`config.mk`:
```
export PLATFORM = sky130hd
export DESIGN_NAME = mac_feeder
export DESIGN_NICKNAME = d
export VERILOG_FILES = /design/src/rtl/mac_pkg.sv /design/src/rtl/mac_feeder.sv
export SDC_FILE = /design/constraint.sdc
export NUM_CORES = 1
export LEC_CHECK = 0
export CAP_MARGIN = 10
export CORE_UTILIZATION = 38
export CTS_CLUSTER_DIAMETER = 40
export DETAILED_ROUTE_END_ITERATION = 10
export PLACE_DENSITY = 0.77
export SYNTH_ARGS = -nofsm -noshare
export SYNTH_HDL_FRONTEND = slang
export SYNTH_SLANG_ARGS = --single-unit
export TNS_END_PERCENT = 20
```
`constraint.sdc`:
```
create_clock -name clk -period 1.7 [get_ports clk]
set_input_delay 0.34 -clock clk [delete_from_list [all_inputs] [get_ports clk]]
set_output_delay 0.34 -clock clk [all_outputs]
set_load 0.005 [all_outputs]
```
`src/rtl/mac_pkg.sv`:
```
// Shared definitions for the MAC operand feeder and the accumulate unit it drives.
package mac_pkg;

    typedef enum logic [2:0] {
        ST_IDLE   = 3'd0,
        ST_CLR    = 3'd1,
        ST_STREAM = 3'd2,
        ST_WAIT   = 3'd3,
        ST_RESULT = 3'd4
    } mac_feeder_state_t;

    // Accumulator width used by both the MAC and the feeder's result register.
    function automatic int unsigned acc_width(input int unsigned data_width);
        return 3 * data_width;
    endfunction

endpackage

```
`src/rtl/mac_feeder.sv`:
```
// Transaction sequencer: clears the MAC, streams len operand pairs into it,
// then captures the accumulator and offers it on a valid/ready result port.
module mac_feeder
    import mac_pkg::*;
#(
    parameter int unsigned DATA_WIDTH = 8,
    parameter int unsigned LEN_WIDTH  = 8,
    localparam int unsigned ACC_WIDTH = acc_width(DATA_WIDTH)
) (
    input  logic                  clk,
    input  logic                  rst_n,
    input  logic                  start,
    input  logic [LEN_WIDTH-1:0]  len,
    output logic                  busy,
    input  logic                  op_valid,
    output logic                  op_ready,
    input  logic [DATA_WIDTH-1:0] op_a,
    input  logic [DATA_WIDTH-1:0] op_b,
    output logic                  mac_en,
    output logic                  mac_clr,
    output logic [DATA_WIDTH-1:0] mac_a,
    output logic [DATA_WIDTH-1:0] mac_b,
    input  logic [ACC_WIDTH-1:0]  mac_cout,
    output logic                  res_valid,
    input  logic                  res_ready,
    output logic [ACC_WIDTH-1:0]  res_data
);

    mac_feeder_state_t    state, state_nxt;
    logic [LEN_WIDTH-1:0] remaining;
    logic                 accept;

    assign busy      = (state != ST_IDLE);
    assign op_ready  = (state == ST_STREAM);
    assign accept    = op_valid & op_ready;
    assign mac_en    = accept;
    assign mac_clr   = (state == ST_CLR);
    assign res_valid = (state == ST_RESULT);
    assign mac_a     = accept ? op_a : '0;
    assign mac_b     = accept ? op_b : '0;

    always_comb begin
        state_nxt = state;
        case (state)
            ST_IDLE:   if (start) state_nxt = ST_CLR;
            ST_CLR:    state_nxt = (remaining != '0) ? ST_STREAM : ST_WAIT;
            ST_STREAM: if (accept && remaining == LEN_WIDTH'(1)) state_nxt = ST_WAIT;
            ST_WAIT:   state_nxt = ST_RESULT;
            ST_RESULT: if (res_ready) state_nxt = ST_IDLE;
            default:   state_nxt = ST_IDLE;
        endcase
    end

    always_ff @(posedge clk or negedge rst_n) begin
        if (!rst_n) begin
            state     <= ST_IDLE;
            remaining <= '0;
            res_data  <= '0;
        end else begin
            state <= state_nxt;
            if (state == ST_IDLE && start)
                remaining <= len;
            else if (accept)
                remaining <= remaining - LEN_WIDTH'(1);
            // The MAC register already holds the last product during WAIT.
            if (state == ST_WAIT)
                res_data <= mac_cout;
        end
    end

endmodule
```
==> metrics <==
CP Max Fanout 4; final worst-path cycle share 1.18; WL/cell 13.9 µm; largest net degree at the start of global routing 36; FMAX 496 MHz; worst skew pair latency 0.28 ns; Antenna diodes 0; Slew headroom 0.713; clock root cell clkbuf_8; area of the core 4120 µm²; Clock transition at path regs 0.07 ns; FFs w/ async S/R, synth 1.00; via/cell ratio 4.75; commonest cells in the netlist dfrtp_1 (35), mux2_2 (24), and2_1 (17), nand2_1 (8), nor3_1 (6); initial antenna violation count 0; violated checks setup timing; # setup viols final 20; CTS tree done; Clock Path Buffers 2; io pins 98; Starting Density 0.408; Antenna Nets Post-Route 0; synth unique cells 33; HP Class in -> async; Syn Inst Count 142; DRT Wirelength 4390 µm; TritonRoute pass-1 iters 4; critical path launch point type flop; GRT Util Overall 0.191; register area share after synthesis 0.521; synthesized flop and latch total 35; number of synthesized flops with an enable pin 0; DP HPWL 3150 µm; RSZ-0062 raised after global routing true; Synthesis Warnings 0; synth top area cells dfrtp_1 (52%), mux2_2 (16%), and2_1 (6.3%), ha_1 (2.2%), nor3_1 (1.8%); GRT overflow 0; Rows 23; area leader, netlist dfrtp_1; total power 4.61 mW; cts bufs inserted 5; WP data arrival 1.67 ns; PwrDens 1530 nW/µm²; area fraction of the dominant cell type after synthesis 0.521; layout cells sized above 1 0.362; Mean Syn Cell Area 11.8 µm²; Worst setup EP type output pin; design area 3020 µm²; Layout area overhead 79.4%; Setup WS pre-CTS -0.721 ns; Final min period 2.01 ns; H-Tree Depth 2; Peak VDD IR 0.713 mV; number of global-route vias before repair 1,509; CP Class reg -> out; R2R setup slack -0.06 ns; Critical Path RT 1.36 ns; max cap viols 0; die width 68.5 µm; clock sinks 35; status complete, but fails checks; Slew Viols, Final 0; count of input and output buffers 97; setup ws final -0.314 ns; full die area 4690 µm²; die height 68.5 µm; wire length of the first global-routing pass 6530 µm; RePlAce Congestion 0.761; skew final 0.00472 ns; placed cell area 2810 µm²; cell area after synthesis 1680 µm²; DRC Markers 0; Iter 0 DRT Violations 55; NumNets Final 320; via count 1,495; top-count cell post-synth dfrtp_1; syn_nets 198; Worst Max-Slew Pin Slew 0.430 ns; P_leak 1.36 nW; Fin. Hold Viols 0; prevailing post-synth register cell dfrtp_1
[layout make-up]
class | instances | area, µm²
tap | 50 | 62.6
sequential | 35 | 876
clock buffer | 7 | 76.3
clock inverter | 1 | 5.00
timing repair buffer | 122 | 1150
inverter | 5 | 18.8
fill | 308 | 1100
multi-input combinational | 95 | 826
[layer usage]
layer | GRT usage | part of all wire
met1 | 0.230 | 0.40
met2 | 0.330 | 0.49
met3 | 0.0609 | 0.096
met4 | 0.0469 | 0.0080
met5 | 0 | 0
[sequential cells by signal, indices dropped and copies added, names as in the netlist]
name / flops
remaining: 8
res_data: 24
state: 3
[cell families (layout without fill, tap and decap cells)]
group | count (synthesis) | in the layout | share of synthesized area
simple gates | 51 | 51 | 0.184
flops | 35 | 35 | 0.521
mux | 25 | 25 | 0.168
buf+inv | 12 | 135 | 0.0343
compound gates | 11 | 11 | 0.0447
xor+xnor | 5 | 5 | 0.0261
fa+ha+maj | 3 | 3 | 0.0223
[layout by cell type (no fill, tap or decap), types with 2 or more instances in the layout]
cell,n
buf_2,11
mux2_2,24
inv_1,5
xor2_1,2
nor3_1,2
nor3_4,2
buf_4,17
and2_4,8
clkbuf_1,2
dlygate4sd2_1,2
nand4_1,2
xnor2_1,3
a211oi_1,2
o21ai_0,3
nor3_2,2
ha_1,3
nand3_1,3
clkdlybuf4s50_1,76
clkbuf_8,5
dfrtp_1,35
nand2_1,8
and2_1,9
nor2_1,4
buf_6,13
o21ai_1,2
[report_power, final]
group | total, mW | leakage (nW) | switching (mW) | internal (mW)
clock network | 0.561 | 0.0422 | 0.274 | 0.287
registers | 1.54 | 0.413 | 0.278 | 1.26
logic | 2.51 | 0.901 | 0.873 | 1.64
[path summary, 6_finish.rpt]
check	depth (start not counted)	endpoint	startpoint
worst max-delay path	6	mac_a[1]	state[0]
worst min-delay path	2	res_data[23]	rst_n
worst max register to register	6	remaining[7]	state[0]
worst min register to register	1	res_data[11]	res_data[11]
max in group asynchronous	2	res_data[8]	rst_n
min in group clk	1	res_data[11]	res_data[11]
[timing repair]
| action | 4_1_cts | 5_1_grt |
|---|---|---|
| hold endpoints to repair | 0 | 0 |
| setup buffers | 6 | 2 |
| cloned | 2 | 0 |
| pin swaps | 14 | 5 |
| endpoints found under the setup margin | 25 | 27 |
| gates resized for setup | 98 | 10 |
| hold buffers | 0 | 0 |
[critical path: stages (launching register included)]
cell and delay (ns):
dfrtp_1 0.41, nor4bb_4 0.39, buf_4 0.20, buf_6 0.10
buf_6 0.08, and2_4 0.12, buf_6 0.08
[per-stage QoR]
step	utilization	cells	setup TNS (ns)	hold slack (ns)
2_1_floorplan	-	142	0	0.0444
3_3_place_gp	0.682	297	-11.96	0.485
3_5_place_dp	0.682	297	-13.50	0.493
4_1_cts	0.719	313	-4.82	0.488
5_1_grt	0.733	315	-6.78	0.520
6_report	0.733	315	-4.52	0.471
Note: power is estimated with default switching activity, not from simulation.
